`config.mk`:
```
export PLATFORM = sky130hd
export DESIGN_NAME = quad_step_decoder
export DESIGN_NICKNAME = d
export VERILOG_FILES = /design/src/rtl/quad_step_decoder.sv
export SDC_FILE = /design/constraint.sdc
export NUM_CORES = 1
export LEC_CHECK = 0
export CAP_MARGIN = 20
export CELL_PAD_IN_SITES_DETAIL_PLACEMENT = 2
export CELL_PAD_IN_SITES_GLOBAL_PLACEMENT = 2
export CORE_ASPECT_RATIO = 0.75
export CORE_MARGIN = 2
export CORE_UTILIZATION = 35
export DETAILED_ROUTE_END_ITERATION = 8
export GPL_TIMING_DRIVEN = 1
export PLACE_DENSITY_LB_ADDON = 0.1
export SLEW_MARGIN = 20
export SYNTH_ARGS = -nofsm -noshare
export SYNTH_HDL_FRONTEND = slang
export SYNTH_SLANG_ARGS = --single-unit
```
`constraint.sdc`:
```
create_clock -name clk -period 2.09 [get_ports clk]
set_input_delay 0.3135 -clock clk [delete_from_list [all_inputs] [get_ports clk]]
set_output_delay 0.3135 -clock clk [all_outputs]
set_load 0.005 [all_outputs]
```
`src/rtl/quad_step_decoder.sv`:
```
`default_nettype none
// +--------------------------------------------------------------------------+
// | Module : quad_step_decoder                                               |
// | Brief  : Quadrature A/B decoder with sync, glitch filter, step/dir/err.  |
// | Rev    : 1.0  initial release                                            |
// +--------------------------------------------------------------------------+
module quad_step_decoder #(
  parameter int FILT_LEN = 4
) (
  input  logic clk,
  input  logic rst_n,
  input  logic enc_a,
  input  logic enc_b,
  input  logic en,
  input  logic err_clr,
  output logic step,
  output logic up,
  output logic err
);

  localparam logic [4:0] c_PRIME_INIT = 5'(FILT_LEN + 2);
  localparam logic [3:0] c_FCNT_MAX   = 4'(FILT_LEN - 1);

  logic [1:0] r_sync1;
  logic [1:0] r_sync2;
  logic [1:0] r_prev;
  logic [4:0] r_prime;
  logic [1:0] w_filt;
  logic [1:0] w_changed;
  logic       w_priming;
  logic       w_dir_up;

  assign w_priming = (r_prime != 5'd0);

  // Bit 1 is channel A, bit 0 is channel B throughout.
  always_ff @(posedge clk or negedge rst_n) begin
    if (!rst_n) begin
      r_sync1 <= 2'b00;
      r_sync2 <= 2'b00;
    end else begin
      r_sync1 <= {enc_a, enc_b};
      r_sync2 <= r_sync1;
    end
  end

  always_ff @(posedge clk or negedge rst_n) begin
    if (!rst_n) begin
      r_prime <= c_PRIME_INIT;
    end else if (w_priming) begin
      r_prime <= r_prime - 5'd1;
    end
  end

  generate
    for (genvar i = 0; i < 2; i++) begin : g_filt
      logic [3:0] r_fcnt;
      logic       r_filt;

      always_ff @(posedge clk or negedge rst_n) begin
        if (!rst_n) begin
          r_fcnt <= 4'd0;
          r_filt <= 1'b0;
        end else if (w_priming) begin
          r_fcnt <= 4'd0;
          r_filt <= r_sync2[i];
        end else if (r_sync2[i] == r_filt) begin
          r_fcnt <= 4'd0;
        end else if (r_fcnt == c_FCNT_MAX) begin
          r_fcnt <= 4'd0;
          r_filt <= r_sync2[i];
        end else begin
          r_fcnt <= r_fcnt + 4'd1;
        end
      end

      assign w_filt[i] = r_filt;
    end
  endgenerate

  assign w_changed = w_filt ^ r_prev;
  // For a single-bit change, new A differing from old B means the up sequence.
  assign w_dir_up  = w_filt[1] ^ r_prev[0];

  always_ff @(posedge clk or negedge rst_n) begin
    if (!rst_n) begin
      r_prev <= 2'b00;
      step   <= 1'b0;
      up     <= 1'b1;
      err    <= 1'b0;
    end else begin
      r_prev <= w_priming ? r_sync2 : w_filt;
      step   <= !w_priming && en && (^w_changed);
      if (!w_priming && en && (^w_changed)) begin
        up <= w_dir_up;
      end
      if (!w_priming && en && (&w_changed)) begin
        err <= 1'b1;
      end else if (err_clr) begin
        err <= 1'b0;
      end
    end
  end

endmodule
`default_nettype wire

```
Yosys cells after proc, flatten, opt, wreduce, memory -nomap -nowiden:

Index checks and enable logic that the tools add are counted.

* $add $sub $neg: 3
* reduce and logical (&&, ||, !) cells: 12
* eq/ne operators: 6
* bitwise operators: 2
* mux-type cells: 15

Operator list (count)
* $mux 4: 6
* $add 4x1->4 const B: 2
* $eq 4x2->1 const B: 2
* $mux 1: 8
* $reduce_and 2->1: 3
* $reduce_bool 2->1: 3
* $reduce_bool 5->1: 1
* $sub 5x1->5 const B: 1
* $ne 2x2->1 const B: 2
* $logic_and 1x1->1: 3
* $eq 1x1->1: 2
* $mux 2: 1
* $reduce_xor 2->1: 1
* $xor 2x2->2: 1
* $logic_not 1->1: 1
* $xor 1x1->1: 1

* word-level logic and storage cells: 49
* flip-flop bits (word level): 24
* output and inout bits: 3

Logic depth before layout (Yosys ltp):

* word-level depth: 5
* gate-level depth with buffers: 6

Worst setup path after synthesis:

Ideal clock, no wire load.

* path type: register -> register
* from: register r_prime[0]
* to: register up
* cell stages (with the launch flop): 6
* slack: 0.527 ns
* arrival: 1.481 ns
* library setup time: 0.082 ns
* path buffers: 0
* cells stage by stage: dfrtp_1 -> inv_1 -> ha_1 -> nor4b_4 -> and3_4 -> mux2_4

* word-level cells in the longest chain between the ends: 4

RTL lines
* start, declared: line 27 `logic [4:0] r_prime;`
* start signal, assigned: line 48 `r_prime <= c_PRIME_INIT;`
* start signal, assigned: line 50 `r_prime <= r_prime - 5'd1;`
* $reduce_bool 5->1: line 33 `assign w_priming = (r_prime != 5'd0);`
* $logic_not 1->1: line 93 `if (!w_priming && en && (^w_changed)) begin`
* $logic_and 1x1->1 (2 in a row): line 93
* end signal, assigned: line 94 `up <= w_dir_up;`
* end, declared: line 17 `output logic up,`

No other way between the ends.
A chain may end at the register's enable or synchronous reset.

Final worst setup path:

* from: register r_prime[1]
* to: register g_filt[0].r_filt

* word-level cells in the longest chain between the ends: 3
* elaborated cells between the ends (all ways): 5
* classes of those cells: 1 x eq/ne; 1 x mux; 3 x reduce/logical

RTL lines
* $reduce_bool 5->1 *: line 33
* $ne 2x2->1 (no line) / $reduce_bool 2->1 (equally long branches)
* $reduce_and 2->1 (no line)
* end signal, assigned: line 65 `r_filt <= r_sync2[i];`
* end signal, assigned: line 70 `r_filt <= r_sync2[i];`
* end, declared: line 57 `logic r_filt;`

Mark *: on every way between the ends. The rest lies on a longest branch, timed or not.

==> reports/metrics.csv <==
metric,value,unit
end_kind,flip-flop,
synthCells,78,
multiInputGateArea,400,um^2
synth_seq_cells,24,
crit_arrival,1.80,ns
drc,0,
finalSetupTns,0,ns
routed_wl,1820,um
vias,606,
avgSynthCellArea,13.2,um^2
drt-pass1-iter-count,3,
clk_pin_slew,0.08,ns
setup_viol,0,
seqCellArea,604,um^2
critPathLaunchType,flip-flop,
rr_endpoint,g_filt[0].r_filt,
cts.sinks,24,
ant_nets,0,
cp_top_family,flip-flops,
crit_fanout,7,
timing.final.ws_setup,0.439,ns
dieArea,0.00340,mm^2
status,finished clean,
via_per_inst,4.66,
reg2reg_from,r_prime[1],
hold_class,input pin to async pin,
grt_pass1_vias,664,
tightestPinTransition,0.424,ns
grt_first_pass_wirelength,3270,um
fillers,295,
rows,17,
num_antenna_cells,0,
slowest_stage,dfstp_2,
port_buffers,8,
clk_path_buf_depth,2,
grt_use_total,13.1,%
cts.repair.resized,0,
swShare,27.8,%
max_stage_delay,0.55,ns
layout_common_cells,"21 x dfrtp_1, 8 x clkdlybuf4s50_1, 7 x xor2_1",
cts_setup_buffers,0,
p_switching,0.379,mW
p_int,0.983,mW
ys_warn_count,0,
drive_gt1_share,22.8,%
drv_slew,0,
gp_congestion,0.745,
worstPathRequired,2.24,ns
finalCriticalPeriod,1.65,ns
grt_antenna_before_repair,0,
area_delta_synth_final,18.8,%
p_seq_share,47.9,%
dp_slack,0.440,ns
maxCapViolCount,0,
synth_cell_types,25,
grt_max_degree,16,
cp.depth,6,
coreArea,0.00287,mm^2
netlist_area,0.00103,mm^2
cp_cell_sequence,inv_1 -> ha_1 -> nor4b_4 -> buf_4 -> nand2b_1 -> mux2_2,
max_freq,606,MHz
ir_drop,0.000655,V
skew,0.00262,ns
tritoncts,yes,
cts_hold_buffers,0,
r2r_slack,0.44,ns
drtIter0Drc,10,
die_h,51.0,um
hpwl,1430,um
fin_hold_ws,0.345,ns
p_leak,0.567,nW
cts_root_buf,clkbuf_8,
fin_nets,103,
initial_core_util,35.9,%
cts_max_level,1,
rsz0062_at_grt,false,
grt_overflow,0,
ys_seq_area_share,58.6,%
combPwrFrac,29.1,%
wl_per_cell,14.0,um
die_w,66.7,um
critPathBufInv,2,
synth_fp_nets,88,
slew_headroom,71.7,%
power_density,1110,mW/mm^2
clkLatencyLatePin,0.26,ns
p_clk_share,23.0,%
cts_buffers,3,
finalHoldViolations,0,
reg2regPathDepth,6,
final_common_cell,dfrtp_1,
ios,9,
min_period_over_period,79.0,%
crit_type,flip-flop to flip-flop,
## layout make-up
type                       count  share of cell area [%]
inverter                       4                    1.23
sequential                    24                    49.3
tap                           38                    3.88
clock buffer                   4                    4.49
multi-input combinational     49                    32.7
timing repair buffer          11                    8.38
## sequential cells by signal, indices dropped and copies added, names as in the netlist
name / flops
r_prev: 2
step: 1
r_sync2: 2
g_filt.r_fcnt: 8
r_sync1: 2
g_filt.r_filt: 2
up: 1
r_prime: 5
err: 1
## power groups by stage
stage | Clock, mW | Sequential, mW | Combinational [mW]
finish | 0.313 | 0.652 | 0.396
global route | 0.343 | 0.668 | 0.451
CTS | 0.328 | 0.655 | 0.411
detailed placement | 0 | 0.662 | 0.404
global placement | 0 | 0.658 | 0.398
floorplan | 0 | 0.647 | 0.280
## how the worst max path moves through the flow
| stage | startpoint | end | slack (ns) |
|---|---|---|---|
| floorplan | r_prime[0] | up | 0.53 |
| global placement | r_prime[1] | g_filt[0].r_filt | 0.50 |
| detailed placement | r_prime[1] | g_filt[0].r_filt | 0.44 |
| CTS | r_prime[1] | g_filt[0].r_filt | 0.42 |
| global route | r_prime[0] | g_filt[0].r_filt | 0.34 |
| finish | r_prime[1] | g_filt[0].r_filt | 0.44 |
## cells by family after synthesis
| group | after synthesis | share of synthesized area [%] |
|---|---|---|
| AND/OR/NAND/NOR | 25 | 16.7 |
| XOR/XNOR | 10 | 8.50 |
| buffers and inverters | 5 | 2.55 |
| AO/OA/AOI/OAI | 5 | 2.91 |
| adder cells (fa/ha/maj) | 4 | 4.85 |
| flip-flops | 24 | 58.6 |
| multiplexers | 5 | 5.82 |
## metrics by stage
step	std cells	instance area, um^2	power [mW]	util [%]
finish	130	1220	1.36	42.7
floorplan	78	1030	0.927	-
global placement	126	1170	1.06	40.7
CTS	130	1220	1.39	42.7
global route	130	1220	1.46	42.7
detailed placement	126	1170	1.07	40.7
## cell usage after synthesis, drive strengths merged
cell type	n	share of area (%)
a21oi	2	0.97
and3	3	2.4
buf	1	1.1
dfrtp	21	51
dfstp	3	7.6
ha	4	4.9
inv	4	1.5
mux2	5	5.8
nand2	3	1.8
nand2b	4	2.4
nand3	3	1.5
nand3b	2	1.5
nor2	4	1.5
nor3	3	1.9
nor3b	2	1.5
nor4b	1	2.3
o21ai	2	0.97
o31a	1	0.97
xnor2	3	2.5
xor2	7	5.9
## metal layers
metal  share of wire [%]  vias to the layer above  track usage (%)
li1                    -                      288                -
met1                  46                      312             16.9
met2                  50                        6             21.5
met3                 3.3                        0             4.63
met4                   0                        0             2.04
met5                   0                        -                0
No activity file was read; power rests on OpenSTA's default activity.
